## src/rtl/if_fetch_unit_if.sv

```systemverilog
// Signal bundle between the fetch stage, instruction memory, hazard unit and decode.
// The fetch unit takes the slave modport; its environment takes the master modport.
interface if_fetch_unit_if;
   logic        stall_i;
   logic        redirect_i;
   logic [31:0] redirect_pc_i;
   logic        halt_i;
   logic [31:0] im_ir_i;
   logic [31:0] im_pc_o;
   logic        im_readen_o;
   logic [31:0] ifid_ir_o;
   logic [31:0] ifid_pc4_o;
   logic        ifid_valid_o;
   logic        halted_o;

   modport slave (
      input  stall_i, redirect_i, redirect_pc_i, halt_i, im_ir_i,
      output im_pc_o, im_readen_o, ifid_ir_o, ifid_pc4_o, ifid_valid_o, halted_o
   );

   modport master (
      output stall_i, redirect_i, redirect_pc_i, halt_i, im_ir_i,
      input  im_pc_o, im_readen_o, ifid_ir_o, ifid_pc4_o, ifid_valid_o, halted_o
   );
endinterface

```

## src/rtl/if_fetch_unit.sv

```systemverilog
// MIPS instruction-fetch stage: owns the PC, drives instruction memory and
// fills the IF/ID register; handles boot, stall, redirect and halt.
module if_fetch_unit #(
   parameter logic [31:0] RESET_PC = 32'h0000_0000,
   parameter int unsigned IM_BYTES = 1024,
   parameter logic [31:0] BUBBLE   = 32'hFC00_0000
) (
   input logic            clk,
   input logic            rst_n,
   if_fetch_unit_if.slave bus
);

   typedef enum logic [1:0] {StBoot, StRun, StHalt} state_e;

   localparam logic [31:0] LastFetch = 32'(IM_BYTES - 4);

   state_e      r_state;
   state_e      w_state_d;
   logic [31:0] r_pc;
   logic [31:0] w_pc_d;
   logic [31:0] r_ir;
   logic [31:0] w_ir_d;
   logic [31:0] r_pc4;
   logic [31:0] w_pc4_d;
   logic        r_valid;
   logic        w_valid_d;
   logic        w_oor;
   logic [31:0] w_pc_plus4;

   assign w_oor      = (r_pc > LastFetch);
   assign w_pc_plus4 = r_pc + 32'd4;

   assign bus.im_pc_o      = r_pc;
   assign bus.im_readen_o  = (r_state != StRun) | w_oor;
   assign bus.ifid_ir_o    = r_ir;
   assign bus.ifid_pc4_o   = r_pc4;
   assign bus.ifid_valid_o = r_valid;
   assign bus.halted_o     = (r_state == StHalt);

   always_comb begin
      w_state_d = r_state;
      w_pc_d    = r_pc;
      w_ir_d    = r_ir;
      w_pc4_d   = r_pc4;
      w_valid_d = r_valid;
      unique case (r_state)
         StBoot: begin
            w_state_d = StRun;
            w_ir_d    = BUBBLE;
            w_pc4_d   = '0;
            w_valid_d = 1'b0;
         end
         StRun: begin
            if (bus.halt_i) begin
               w_state_d = StHalt;
               w_ir_d    = BUBBLE;
               w_pc4_d   = '0;
               w_valid_d = 1'b0;
            end else if (bus.redirect_i) begin
               w_pc_d    = bus.redirect_pc_i & 32'hFFFF_FFFC;
               w_ir_d    = BUBBLE;
               w_pc4_d   = '0;
               w_valid_d = 1'b0;
            end else if (bus.stall_i) begin
               // IF/ID holds, but an out-of-range PC still ends the run.
               if (w_oor) w_state_d = StHalt;
            end else if (w_oor) begin
               w_state_d = StHalt;
               w_ir_d    = BUBBLE;
               w_pc4_d   = '0;
               w_valid_d = 1'b0;
            end else begin
               w_pc_d    = w_pc_plus4;
               w_ir_d    = bus.im_ir_i;
               w_pc4_d   = w_pc_plus4;
               w_valid_d = 1'b1;
            end
         end
         default: begin
            w_ir_d    = BUBBLE;
            w_pc4_d   = '0;
            w_valid_d = 1'b0;
         end
      endcase
   end

   always_ff @(posedge clk) begin
      if (!rst_n) begin
         r_state <= StBoot;
         r_pc    <= RESET_PC;
         r_ir    <= BUBBLE;
         r_pc4   <= '0;
         r_valid <= 1'b0;
      end else begin
         r_state <= w_state_d;
         r_pc    <= w_pc_d;
         r_ir    <= w_ir_d;
         r_pc4   <= w_pc4_d;
         r_valid <= w_valid_d;
      end
   end

endmodule

```

## src/flat_wrapper.sv

```systemverilog
// flat-port wrapper written by rule: the top's interface ports become plain ports
module if_fetch_unit_flat 
#(
   parameter logic [31:0] RESET_PC = 32'h0000_0000,
   parameter int unsigned IM_BYTES = 1024,
   parameter logic [31:0] BUBBLE   = 32'hFC00_0000
)
  (clk, rst_n, bus_stall_i, bus_redirect_i, bus_redirect_pc_i, bus_halt_i, bus_im_ir_i, bus_im_pc_o, bus_im_readen_o, bus_ifid_ir_o, bus_ifid_pc4_o, bus_ifid_valid_o, bus_halted_o);
  if_fetch_unit_if bus_i ();
  input logic clk;
  input logic rst_n;
  input wire logic [$bits(bus_i.stall_i)-1:0] bus_stall_i;
  input wire logic [$bits(bus_i.redirect_i)-1:0] bus_redirect_i;
  input wire logic [$bits(bus_i.redirect_pc_i)-1:0] bus_redirect_pc_i;
  input wire logic [$bits(bus_i.halt_i)-1:0] bus_halt_i;
  input wire logic [$bits(bus_i.im_ir_i)-1:0] bus_im_ir_i;
  output wire logic [$bits(bus_i.im_pc_o)-1:0] bus_im_pc_o;
  output wire logic [$bits(bus_i.im_readen_o)-1:0] bus_im_readen_o;
  output wire logic [$bits(bus_i.ifid_ir_o)-1:0] bus_ifid_ir_o;
  output wire logic [$bits(bus_i.ifid_pc4_o)-1:0] bus_ifid_pc4_o;
  output wire logic [$bits(bus_i.ifid_valid_o)-1:0] bus_ifid_valid_o;
  output wire logic [$bits(bus_i.halted_o)-1:0] bus_halted_o;
  assign bus_i.stall_i = bus_stall_i;
  assign bus_i.redirect_i = bus_redirect_i;
  assign bus_i.redirect_pc_i = bus_redirect_pc_i;
  assign bus_i.halt_i = bus_halt_i;
  assign bus_i.im_ir_i = bus_im_ir_i;
  assign bus_im_pc_o = bus_i.im_pc_o;
  assign bus_im_readen_o = bus_i.im_readen_o;
  assign bus_ifid_ir_o = bus_i.ifid_ir_o;
  assign bus_ifid_pc4_o = bus_i.ifid_pc4_o;
  assign bus_ifid_valid_o = bus_i.ifid_valid_o;
  assign bus_halted_o = bus_i.halted_o;
  if_fetch_unit #(.RESET_PC(RESET_PC), .IM_BYTES(IM_BYTES), .BUBBLE(BUBBLE)) u_core (.clk(clk), .rst_n(rst_n), .bus(bus_i));
endmodule
```

## config.mk

```make
export PLATFORM = sky130hd
export DESIGN_NAME = if_fetch_unit_flat
export DESIGN_NICKNAME = d
export VERILOG_FILES = /design/src/rtl/if_fetch_unit_if.sv /design/src/rtl/if_fetch_unit.sv /design/src/flat_wrapper.sv
export SDC_FILE = /design/constraint.sdc
export NUM_CORES = 1
export LEC_CHECK = 0
export ABC_AREA = 1
export CAP_MARGIN = 40
export CORE_MARGIN = 5
export CORE_UTILIZATION = 35
export DETAILED_ROUTE_END_ITERATION = 10
export GPL_ROUTABILITY_DRIVEN = 0
export PLACE_DENSITY = 0.7
export SYNTH_ARGS = -nofsm -noshare
export SYNTH_HDL_FRONTEND = slang
export SYNTH_SLANG_ARGS = --single-unit
```

## constraint.sdc

```tcl
create_clock -name clk -period 1.45 [get_ports clk]
set_input_delay 0.29 -clock clk [delete_from_list [all_inputs] [get_ports clk]]
set_output_delay 0.29 -clock clk [all_outputs]
set_load 0.01 [all_outputs]
```

-- Word-level counts from Yosys, hierarchy flattened
Index checks and enable logic that the tools add are counted.
Widths: inputs -> output; s select.
- output and inout bits: 99
- flip-flop bits (word level): 99
- logic and storage cells: 33
- magnitude comparators: 1
- equal/unequal tests: 7
- add/sub/neg operators: 1
- reductions and logical operators: 5
- bitwise gates (word level): 4
- muxes and demuxes: 10
- operator list (cell ; count):
    $mux 32 ; 5
    $add 32x3->32 const B ; 1
    $gt 32x10->1 const B ; 1
    $mux 2 ; 3
    $ne 2x1->1 const B ; 2
    $pmux 2 s2 ; 1
    $reduce_and 4->1 ; 1
    $reduce_or 4->1 ; 1
    $ne 3x2->1 const B ; 1
    $ne 3x3->1 const B ; 1
    $not 1->1 ; 3
    $reduce_and 3->1 ; 1
    $eq 2x1->1 const B ; 1
    $eq 2x2->1 const B ; 1
    $logic_not 2->1 ; 1
    $ne 2x2->1 const B ; 1
    $reduce_bool 2->1 ; 1
    $mux 1 ; 1
    $or 1x1->1 ; 1

-- Logic depth before layout (Yosys ltp)
- word-level depth: 5
- mapped depth: 11
- mapped depth without buffers: 11

-- Least setup slack after synthesis
Ideal clock, no wire load.
- kind: reg2reg
- start: register u_core.r_pc[15], in the netlist u_core.bus.im_pc_o[15]
- end: register u_core.r_pc[4], in the netlist u_core.bus.im_pc_o[4]
- buffers on the path: 2
- arrival time: 1320 ps
- cell stages (with the launch flop): 11
- path slack: 18 ps
- cells stage by stage: dfxtp_1 > nor2_1 > nand2_1 > nor2_2 > nand3_1 > nand2_1 > nand3_2 > buf_6 > buf_6 > nor2_2 > nor2_1
- cells in the longest elaborated chain, start to end: 3
- RTL lines (item ; line ; source):
    start: declaration ; if_fetch_unit.sv:19 ; logic [31:0] r_pc;
    start signal: assignment ; if_fetch_unit.sv:96 ; r_pc <= w_pc_d;
    $gt 32x10->1 ; if_fetch_unit.sv:30 ; assign w_oor = (r_pc > LastFetch);
    $ne 2x2->1 (no line) ; n/a ;
    $reduce_and 4->1 (no line) ; n/a ;
No other way between the ends.
A chain may end at the register's enable or synchronous reset.

-- Worst setup path after layout
- start: register u_core.r_pc[30], in the netlist u_core.bus.im_pc_o[30]
- end: register u_core.r_pc[5], in the netlist u_core.bus.im_pc_o[5]
The elaborated chain is that of the path after synthesis.

==> impl_metrics.csv <==
group,metric,value,unit
status,status,"complete, but fails checks",
status,violations,"negative setup slack",
routing,routed_wl,12800,µm
synthesis,synth_edf_count,0,
timing,clock_skew,0.00873,ns
min_path,hold-path-endpoint,"u_core.bus.ifid_pc4_o[14]$_SDFFE_PP0N_",
placement,portBuffers,163,
cts,cts_root_buffer,"clkbuf_16",
final_layout,drive_above_1_share,20.2,%
global_routing,grt_max_degree,36,
cts,tritoncts,"yes",
timing,report.final.slew_viol_count,0,
final_layout,fin_nets,891,
cts,numCtsBuffers,9,
synthesis,avgSynthCellArea,6.67,µm²
final_layout,fin_util,59.1,%
critical_path,end_kind,"flip-flop",
cts,clock-sinks,96,
global_routing,grt_pass1_wl,20900,µm
floorplanning,dieArea,14100,µm²
critical_path,startpoint_type,"flip-flop",
min_path,hold_depth,2,
timing,setup_viol_count_final,71,
power_and_ir_drop,power_frac_comb,24.7,%
synthesis,synth_async_sr_flop_share,0,%
routing,drt_pass1_iterations,4,
critical_path,reg2reg_depth,12,
global_routing,grt_pass1_vias,4318,
critical_path,r2r_setup_slack,-0.16,ns
routing,via_per_inst,4.54,
synthesis,yosysWarnings,0,
power_and_ir_drop,peakVddDrop,0.542,mV
floorplanning,die_y,119,µm
timing,setup_ws,-0.165,ns
power_and_ir_drop,p_clk_share,33.0,%
routing,wl_met1,5310,µm
global_routing,grt_overflow_total,0,
timing,post-route-period-util,111,%
synthesis,synth.top_cells.by_count,"nand2_1 (266), dfxtp_1 (96), nor2_1 (89), inv_1 (58), nor2_2 (23)",
power_and_ir_drop,power,6.65,mW
timing,hold_slack,0.438,ns
power_and_ir_drop,switching_share,28.6,%
floorplanning,ioPinCount,168,
critical_path,critical_path_class,"reg2reg",
routing,top_layer_used,"met4",
synthesis,synthTopCellsByArea,"dfxtp_1 (46%), nand2_1 (24%), nor2_1 (8.1%), inv_1 (5.3%), nor2_2 (3.5%)",
floorplanning,fp.dieW,119,µm
routing,route.detailed.drc,0,
critical_path,rr_endpoint,"u_core.bus.im_pc_o[5]$_SDFFE_PN0P_",
synthesis,yosysTopAreaCellShare,46.4,%
final_layout,fillers,1088,
power_and_ir_drop,p_int,4.75,mW
timing,rsz0062_at_grt,"true",
placement,place_ws,-0.306,ns
power_and_ir_drop,cellPowerDensity,977,nW/µm²
final_layout,area_growth,64.4,%
synthesis,yosysSeqAreaShare,46.4,%
synthesis,synth_most_common_cell,"nand2_1",
floorplanning,start_util,36.0,%
synthesis,synth_seq_cells,96,
power_and_ir_drop,switchingPower,1.90,mW
placement,dp_hpwl,9140,µm
routing,dr_wl_met3,852,µm
final_layout,num_antenna_cells,0,
cts,clk_pin_slew,0.07,ns
timing,finalHoldViolCount,0,
routing,initialDrtViolationCount,146,
timing,fin_crit,1.61,ns
routing,drt-wirelength-per-cell,13.2,µm
min_path,min_path_type,"reg2reg",
cts,htree_levels,3,
synthesis,syn-cell-area,4140,µm²
critical_path,critical_path_required,1.73,ns
floorplanning,core,11500,µm²
critical_path,cp.arrival,1.89,ns
critical_path,crit_path_max_fanout,7,
cts,clk_path_buf_depth,2,
synthesis,synth_cells,621,
cts,cts_hold_buf,0,
critical_path,r2r_start,"u_core.bus.im_pc_o[30]$_SDFFE_PN0P_",
floorplanning,rows,39,
synthesis,ys_types,26,
flow_run,maxCapViolations,0,
power_and_ir_drop,p_leak,3.57,nW
timing,fmax,619,MHz
routing,met2_length,6310,µm
global_routing,grt_antenna_before_repair,0,
power_and_ir_drop,seqPwrFrac,42.3,%
routing,vias,4399,
routing,ant_nets,0,
min_path,min_from,"u_core.bus.ifid_pc4_o[14]$_SDFFE_PP0N_",
synthesis,yosys.area.top_type,"dfxtp_1",
cts,clock_latency,0.34,ns
synthesis,synthFlopType,"dfxtp_1",
global_routing,track_usage,18.0,%
## per-stage QoR
step,std cells,TNS [ns],instance area (µm²)
floorplan,622,0,4140
CTS,972,-9.82,6700
global route,969,-16.09,6810
global placement,945,-17.20,6210
finish,969,-6.28,6810
detailed placement,945,-19.09,6210
## routing by layer
| layer | vias up | GRT usage [%] |
|---|---|---|
| li1 | 2253 | - |
| met1 | 1967 | 21.5 |
| met2 | 158 | 30.8 |
| met3 | 21 | 4.20 |
| met4 | 0 | 8.18 |
| met5 | - | 0 |
## cell type report
class,instances,area [µm²],share of cell area [%]
clock buffers,11,233,3.42
inverters,61,229,3.36
clock inverters,5,41.3,0.607
flip-flops and latches,96,1930,28.4
multi-input cells,436,2130,31.2
repair buffers,217,2070,30.4
well taps,143,179,2.63
## registers in the layout, summed over array words and instances (netlist names)
signal                   count
u_core.bus.ifid_ir_o        32
u_core.bus.ifid_pc4_o       31
u_core.bus.ifid_valid_o      1
u_core.bus.im_pc_o          30
u_core.r_state               2
## critical path, stage by stage, from the launching register on
cell and delay [ns]:
dfxtp_2 0.33, nor2_2 0.10, nand2_1 0.06, nor2_2 0.14
buf_4 0.14, nand3_2 0.06, nand2_2 0.09, nand3_4 0.12
buf_12 0.17, buf_16 0.14, nand2_1 0.06, nand2_1 0.05
nor2_1 0.08
## layout by cell type (no fill, tap or decap), types with 4 or more instances in the layout
master / count
nand2_1: 231
dlygate4sd2_1: 95
dfxtp_1: 89
nor2_1: 75
clkdlybuf4s50_1: 66
inv_1: 56
buf_4: 41
nor2_2: 30
nand2_2: 26
nand3_1: 17
nor2_4: 9
nand2_4: 9
clkbuf_16: 9
o21ai_0: 8
dfxtp_2: 7
o21ai_1: 5
buf_12: 5
inv_2: 4
nand3_2: 4
buf_6: 4
## power groups by stage
stage | registers, mW | logic (mW) | clock network [mW]
final | 2.81 | 1.64 | 2.19
after global routing | 2.82 | 1.81 | 2.38
after CTS | 2.81 | 1.59 | 2.27
after detailed placement | 2.86 | 1.44 | 0
after global placement | 2.86 | 1.42 | 0
after floorplan | 2.92 | 0.614 | 0
## what timing repair did
action | 4_1_cts | 5_1_grt
setup buffers | 6 | 1
hold endpoints to repair | 0 | 0
gates resized for setup | 135 | 75
gates cloned | 6 | 0
setup endpoints to repair | 145 | 75
pin swaps | 10 | 32
## worst max-delay path by stage
stage	cells past startpoint	end	startpoint	slack (ns)
finish	12	u_core.bus.im_pc_o[5]$_SDFFE_PN0P_	u_core.bus.im_pc_o[30]$_SDFFE_PN0P_	-0.16
CTS	5	bus_im_readen_o	u_core.bus.im_pc_o[12]$_SDFFE_PN0P_	-0.23
global route	12	u_core.bus.im_pc_o[11]$_SDFFE_PN0P_	u_core.bus.im_pc_o[30]$_SDFFE_PN0P_	-0.30
floorplan	10	u_core.bus.im_pc_o[4]$_SDFFE_PN0P_	u_core.bus.im_pc_o[15]$_SDFFE_PN0P_	0.02
detailed placement	8	u_core.bus.im_pc_o[9]$_SDFFE_PN0P_	bus_redirect_i	-0.31
global placement	7	u_core.bus.im_pc_o[2]$_SDFFE_PN0P_	bus_redirect_i	-0.27
## logic make-up (layout without fill, tap and decap cells)
logic type / count (synthesis) / in the layout / share of synthesized area, %
and+or+nand+nor: 406 / 406 / 40.1
DFF: 96 / 96 / 46.4
buffers and inverters: 90 / 294 / 9.31
AOI/OAI and AO/OA: 24 / 24 / 3.14
xor gates and xnor gates: 3 / 3 / 0.635
adders and majority gates: 1 / 1 / 0.302
other: 1 / 2 / 0.0906
(Power assumes the default switching activity.)
